$ cat src/rtl/fetch_unit_pkg.sv
// fetch_unit_pkg: constants shared by the instruction-fetch front end
package fetch_unit_pkg;
  localparam int ADDR_W_DEF = 32;
  localparam int DATA_W_DEF = 32;
  localparam logic [31:0] NOP_INSTR = 32'b0;
  localparam int PC_STEP = 4;
endpackage

$ cat src/rtl/fetch_unit_fifo.sv
// fetch_fifo: in-order fetch queue of {instruction, pc+4} with flush and occupancy count
module fetch_fifo #(
  parameter int DEPTH = 4,
  parameter int W = 64,
  localparam int CW = $clog2(DEPTH + 1),
  localparam int PW = $clog2(DEPTH)
) (
  input  logic          clock,
  input  logic          reset,
  input  logic          flush,
  input  logic          push,
  input  logic          pop,
  input  logic [W-1:0]  din,
  output logic [W-1:0]  dout,
  output logic [CW-1:0] count
);
  logic [W-1:0] mem [DEPTH];
  logic [PW-1:0] wr_ptr, rd_ptr;
  // pointers wrap naturally since DEPTH is a power of two; flush empties outright
  always_ff @(posedge clock or posedge reset)
    if (reset) begin
      wr_ptr <= '0;
      rd_ptr <= '0;
      count <= '0;
    end else if (flush) begin
      wr_ptr <= '0;
      rd_ptr <= '0;
      count <= '0;
    end else begin
      if (push) wr_ptr <= wr_ptr + 1'b1;
      if (pop) rd_ptr <= rd_ptr + 1'b1;
      count <= count + CW'(push) - CW'(pop);
    end
  // storage needs no reset: only slots below count are ever presented
  always_ff @(posedge clock)
    if (push && !flush) mem[wr_ptr] <= din;
  assign dout = mem[rd_ptr];
endmodule

$ cat src/rtl/fetch_unit.sv
// fetch_unit: PC owner, imem request issue, in-flight tracking and decode hand-off
module fetch_unit import fetch_unit_pkg::*; #(
  parameter int ADDR_W = ADDR_W_DEF,
  parameter int DATA_W = DATA_W_DEF,
  parameter logic [ADDR_W-1:0] RESET_PC = '0,
  parameter int FIFO_DEPTH = 4
) (
  input  logic              clock,
  input  logic              reset,
  output logic              imem_req,
  output logic [ADDR_W-1:0] imem_addr,
  input  logic              imem_gnt,
  input  logic              imem_rvalid,
  input  logic [DATA_W-1:0] imem_rdata,
  input  logic              redirect_valid,
  input  logic [ADDR_W-1:0] redirect_pc,
  input  logic              stall,
  output logic              id_valid,
  output logic [DATA_W-1:0] id_instr,
  output logic [ADDR_W-1:0] id_pc_next
);
  localparam int CW = $clog2(FIFO_DEPTH + 1);
  localparam logic [ADDR_W-1:0] STEP = ADDR_W'(PC_STEP);
  logic [ADDR_W-1:0] pc, resp_pc, redirect_tgt, head_pc_next;
  logic [DATA_W-1:0] head_instr;
  logic [CW-1:0] count, live, discard, live_n, discard_n;
  logic [CW:0] used_q, used_m;
  logic run, issue, rv_push, pop;
  assign redirect_tgt = redirect_pc & ~ADDR_W'(3);
  assign used_q = {1'b0, count} + {1'b0, live};
  assign used_m = {1'b0, live} + {1'b0, discard};
  assign imem_req = run & !redirect_valid & (used_q < (CW+1)'(FIFO_DEPTH)) & (used_m < (CW+1)'(FIFO_DEPTH));
  assign imem_addr = pc;
  assign issue = imem_req & imem_gnt;
  assign rv_push = imem_rvalid & !redirect_valid & (discard == '0) & (live != '0);
  assign id_valid = (count != '0) & !redirect_valid;
  assign pop = id_valid & !stall;
  assign id_instr = id_valid ? head_instr : DATA_W'(NOP_INSTR);
  assign id_pc_next = id_valid ? head_pc_next : '0;
  // a redirect folds everything still in flight into the discard count, including any
  // response landing in the same cycle
  always_comb begin
    live_n = redirect_valid ? '0 : live + CW'(issue) - CW'(rv_push);
    discard_n = (redirect_valid ? discard + live : discard)
              - CW'(imem_rvalid & ((discard != '0) | (redirect_valid & (live != '0))));
  end
  // resp_pc is the address of the next kept response, so each pushed word carries its own pc+4
  always_ff @(posedge clock or posedge reset)
    if (reset) begin
      run <= 1'b0;
      pc <= RESET_PC;
      resp_pc <= RESET_PC;
      live <= '0;
      discard <= '0;
    end else begin
      run <= 1'b1;
      pc <= redirect_valid ? redirect_tgt : issue ? pc + STEP : pc;
      resp_pc <= redirect_valid ? redirect_tgt : rv_push ? resp_pc + STEP : resp_pc;
      live <= live_n;
      discard <= discard_n;
    end
  fetch_fifo #(.DEPTH(FIFO_DEPTH), .W(DATA_W + ADDR_W)) u_fifo (
    .clock(clock),
    .reset(reset),
    .flush(redirect_valid),
    .push(rv_push),
    .pop(pop),
    .din({imem_rdata, resp_pc + STEP}),
    .dout({head_instr, head_pc_next}),
    .count(count)
  );
endmodule

$ cat config.mk
export PLATFORM = sky130hd
export DESIGN_NAME = fetch_unit
export DESIGN_NICKNAME = d
export VERILOG_FILES = /design/src/rtl/fetch_unit_pkg.sv /design/src/rtl/fetch_unit_fifo.sv /design/src/rtl/fetch_unit.sv
export SDC_FILE = /design/constraint.sdc
export NUM_CORES = 1
export LEC_CHECK = 0
export ABC_AREA = 1
export ABC_CLOCK_PERIOD_IN_PS = 5000
export BUFFER_PORTS_ARGS = -buffer_cell sky130_fd_sc_hd__buf_4
export CORE_ASPECT_RATIO = 2
export CORE_MARGIN = 2
export CORE_UTILIZATION = 46
export DETAILED_ROUTE_END_ITERATION = 8
export MAX_ROUTING_LAYER = met4
export PLACE_DENSITY = 0.65
export SLEW_MARGIN = 20
export SYNTH_ARGS = -nofsm -noshare
export SYNTH_HDL_FRONTEND = slang
export SYNTH_SLANG_ARGS = --single-unit
$ cat constraint.sdc
create_clock -name clock -period 5 [get_ports clock]
set_clock_uncertainty 0.2 [all_clocks]
set_input_delay 0.25 -clock clock [delete_from_list [all_inputs] [get_ports clock]]
set_output_delay 0.25 -clock clock [all_outputs]
set_load 0.01 [all_outputs]
==> impl_metrics.json <==
{
  "endpoint_kind": "primary output",
  "cp-start-kind": "register",
  "layout_common_cells": "342 x nor2_1, 309 x nand2_1, 248 x edfxtp_1",
  "cts.sinks": 322,
  "cp.arrival_ns": 3.16,
  "critPathMaxFanout": 56,
  "r2r_slack_ns": 1.68,
  "worstHoldPathCells": 4,
  "r2r_cells": 13,
  "grt_setup_unrepaired": "false",
  "slew_headroom_pct": 30.1,
  "ys_seq_elements": 322,
  "outcome": "complete, no violations",
  "synth_area_mm2": 0.0150,
  "final_common_cell": "nor2_1",
  "grt_start_max_net_pins": 92,
  "nets": 1843,
  "die_area_mm2": 0.0341,
  "io_buffers": 161,
  "grt_pass1_vias": 11333,
  "post-cts-setup-buffer-count": 0,
  "remaining_drc_errors": 0,
  "die_h_um": 259,
  "track_usage_pct": 22.7,
  "cts_buffers": 28,
  "drv_slew": 0,
  "num_io_pins": 168,
  "slowest_stage": "inv_2",
  "dp.cells": 2084,
  "cp_num_buf_inv": 3,
  "ir_drop_mv": 0.263,
  "post_drt_wl_per_cell_um": 17.3,
  "clock_path_buffers": 3,
  "grt_first_pass_wirelength_um": 58700,
  "totalWireLength_um": 38100,
  "firstDrtPassIters": 5,
  "vias": 11454,
  "syn-instance-count": 1550,
  "place_area_mm2": 0.0165,
  "required_ns": 4.55,
  "ys_warn_count": 0,
  "critPathKind": "register to primary output",
  "cap_viol_max_count": 0,
  "r2r-end": "live[2]$_DFF_PP0_",
  "power_density_mw_per_mm2": 373,
  "root_buffer": "clkbuf_16",
  "slowest_delay_ns": 0.71,
  "hold_path_end": "imem_addr[16]$_DFFE_PP0N_",
  "clk_pin_slew_ns": 0.07,
  "area_growth_pct": 21.4,
  "stdcell_count": 2203,
  "clk-insertion-delay-late_ns": 0.55,
  "via_per_inst": 5.20,
  "period_minus_slack_ns": 3.61,
  "yosysTopAreaCell": "edfxtp_1",
  "cp_top_family": "buffers and inverters",
  "core_mm2": 0.0321,
  "max_freq_mhz": 277,
  "cp_common_cell": "buf_4",
  "synth.distinct_cells": 41,
  "setup-violations-final": 0,
  "crit_chain": "inv_2 > buf_4 > o21ai_0 > a21oi_1 > buf_4",
  "cts_tree": "built",
  "die_x_um": 132,
  "start_util_pct": 46.6,
  "finalCritPeriodShare_pct": 72.1,
  "drive_gt1_share_pct": 15.3,
  "ys_seq_area_share_pct": 62.1,
  "rows": 93,
  "finish.instance_area_mm2": 0.0182,
  "fin_setup_tns_ns": 0,
  "antenna_found_initial": 1,
  "dp_hpwl_um": 24200,
  "hold_ws_ns": 0.142,
  "hold_class": "input port to register",
  "netlist.area_leader.share_pct": 49.7,
  "synth_area_leaders": "edfxtp_1 50%, dfrtp_1 12%, nor2_1 8.7%, nand2_1 7.7%, o21ai_0 4.6%",
  "ant_nets": 0,
  "rr_startpoint": "live[0]$_DFF_PP0_",
  "gp_congestion": 0.947,
  "overflow": 0,
  "p_leak_nw": 7.27,
  "worstHoldStart": "imem_gnt",
  "finalHoldViolations": 0,
  "drtIter0Drc": 668,
  "htreeDepth": 1,
  "tightest_slew_ns": 1.05,
  "postSynthAreaPerCell_um2": 9.67
}
[flip-flops by register name (all words and copies together), names as in the netlist]
register,count
u_fifo.mem,248
imem_addr,30
resp_pc,30
discard,3
live,3
u_fifo.count,3
u_fifo.rd_ptr,2
u_fifo.wr_ptr,2
run,1
[metal layers]
layer	vias to the layer above	global-route usage, %	share of wire, %	wire [um]
li1	5567	-	-	-
met1	5489	23.6	37	14000
met2	306	42.2	54	20700
met3	92	2.07	3.9	1480
met4	0	12.0	5.1	1950
met5	-	-	0	0
[worst max-delay path by stage]
stage / start / end / slack, ns / cells past startpoint
2_1_floorplan: live[1]$_DFF_PP0_ / u_fifo.mem[0][10]$_DFFE_PP_ / 0.92 / 4
3_3_place_gp: redirect_valid / live[2]$_DFF_PP0_ / 1.37 / 11
3_5_place_dp: redirect_valid / live[2]$_DFF_PP0_ / 1.39 / 11
4_1_cts: u_fifo.rd_ptr[0]$_DFFE_PP0P_ / id_pc_next[23] / 1.35 / 5
5_1_grt: redirect_valid / live[2]$_DFF_PP0_ / 1.16 / 12
6_report: u_fifo.rd_ptr[0]$_DFFE_PP0P_ / id_pc_next[23] / 1.39 / 5
[cells by family after synthesis]
logic type      after synthesis  share of synthesized area (%)
compound gates              211                           7.16
other cells                   2                         0.0501
xor+xnor                     24                           1.70
flops                       322                           62.1
fa+ha+maj                    20                           1.82
mux                           1                         0.0668
buf+inv                     159                           4.39
simple gates                811                           22.7
[power breakdown]
part / internal [W] / total, W / switching, W
combinational: 0.000514 / 0.00136 / 0.000844
sequential: 0.00299 / 0.00314 / 0.000153
clock: 0.00133 / 0.00229 / 0.000953
total: 0.00484 / 0.00679 / 0.00195
[per-stage QoR]
| step | util (%) | worst slack [ns] | power (W) |
|---|---|---|---|
| after detailed placement | 51.5 | 1.39 | 0.00452 |
| after global placement | 51.5 | 1.37 | 0.00449 |
| final | 56.6 | 1.39 | 0.00679 |
| after floorplan | - | 0.921 | 0.00397 |
| after global routing | 56.6 | 1.16 | 0.00711 |
| after CTS | 56.6 | 1.35 | 0.00685 |
[tightest hold or removal path: cells and delay by family]
kind | cells | cell delay, ns
simple gates | 3 | 0.47
buf+inv | 1 | 0.12
[cell type report]
| cell class | instances | area, um^2 |
|---|---|---|
| Fill cell | 2901 | 13900 |
| Timing Repair Buffer | 239 | 1960 |
| Multi-Input combinational cell | 1072 | 5070 |
| Inverter | 90 | 339 |
| Antenna cell | 1 | 2.50 |
| Sequential cell | 322 | 9300 |
| Clock buffer | 32 | 747 |
| Clock inverter | 20 | 238 |
| Tap cell | 427 | 534 |
[cells in the mapped netlist, drive strengths merged]
library cell and count:
or2 3, o211ai 2, ha 17, a31oi 1, nand3b 11, a21boi 1
o21bai 3, and3 1, nand2 315, clkbuf 40, nand3 104, edfxtp 248
nor3 3, nand4 11, conb 2, xnor2 9, nor2 359, inv 89
mux2i 1, o21ai 137, fa 3, a21oi 67, xor2 15, and2 4
buf 29, clkinv 1, dfrtp 74
[what timing repair did]
item                                   in CTS  in global routing
hold buffers                               66                  0
gates resized for setup                     0                  0
endpoints found under the hold margin     229                  0
Power figures use the tool's default switching activity.
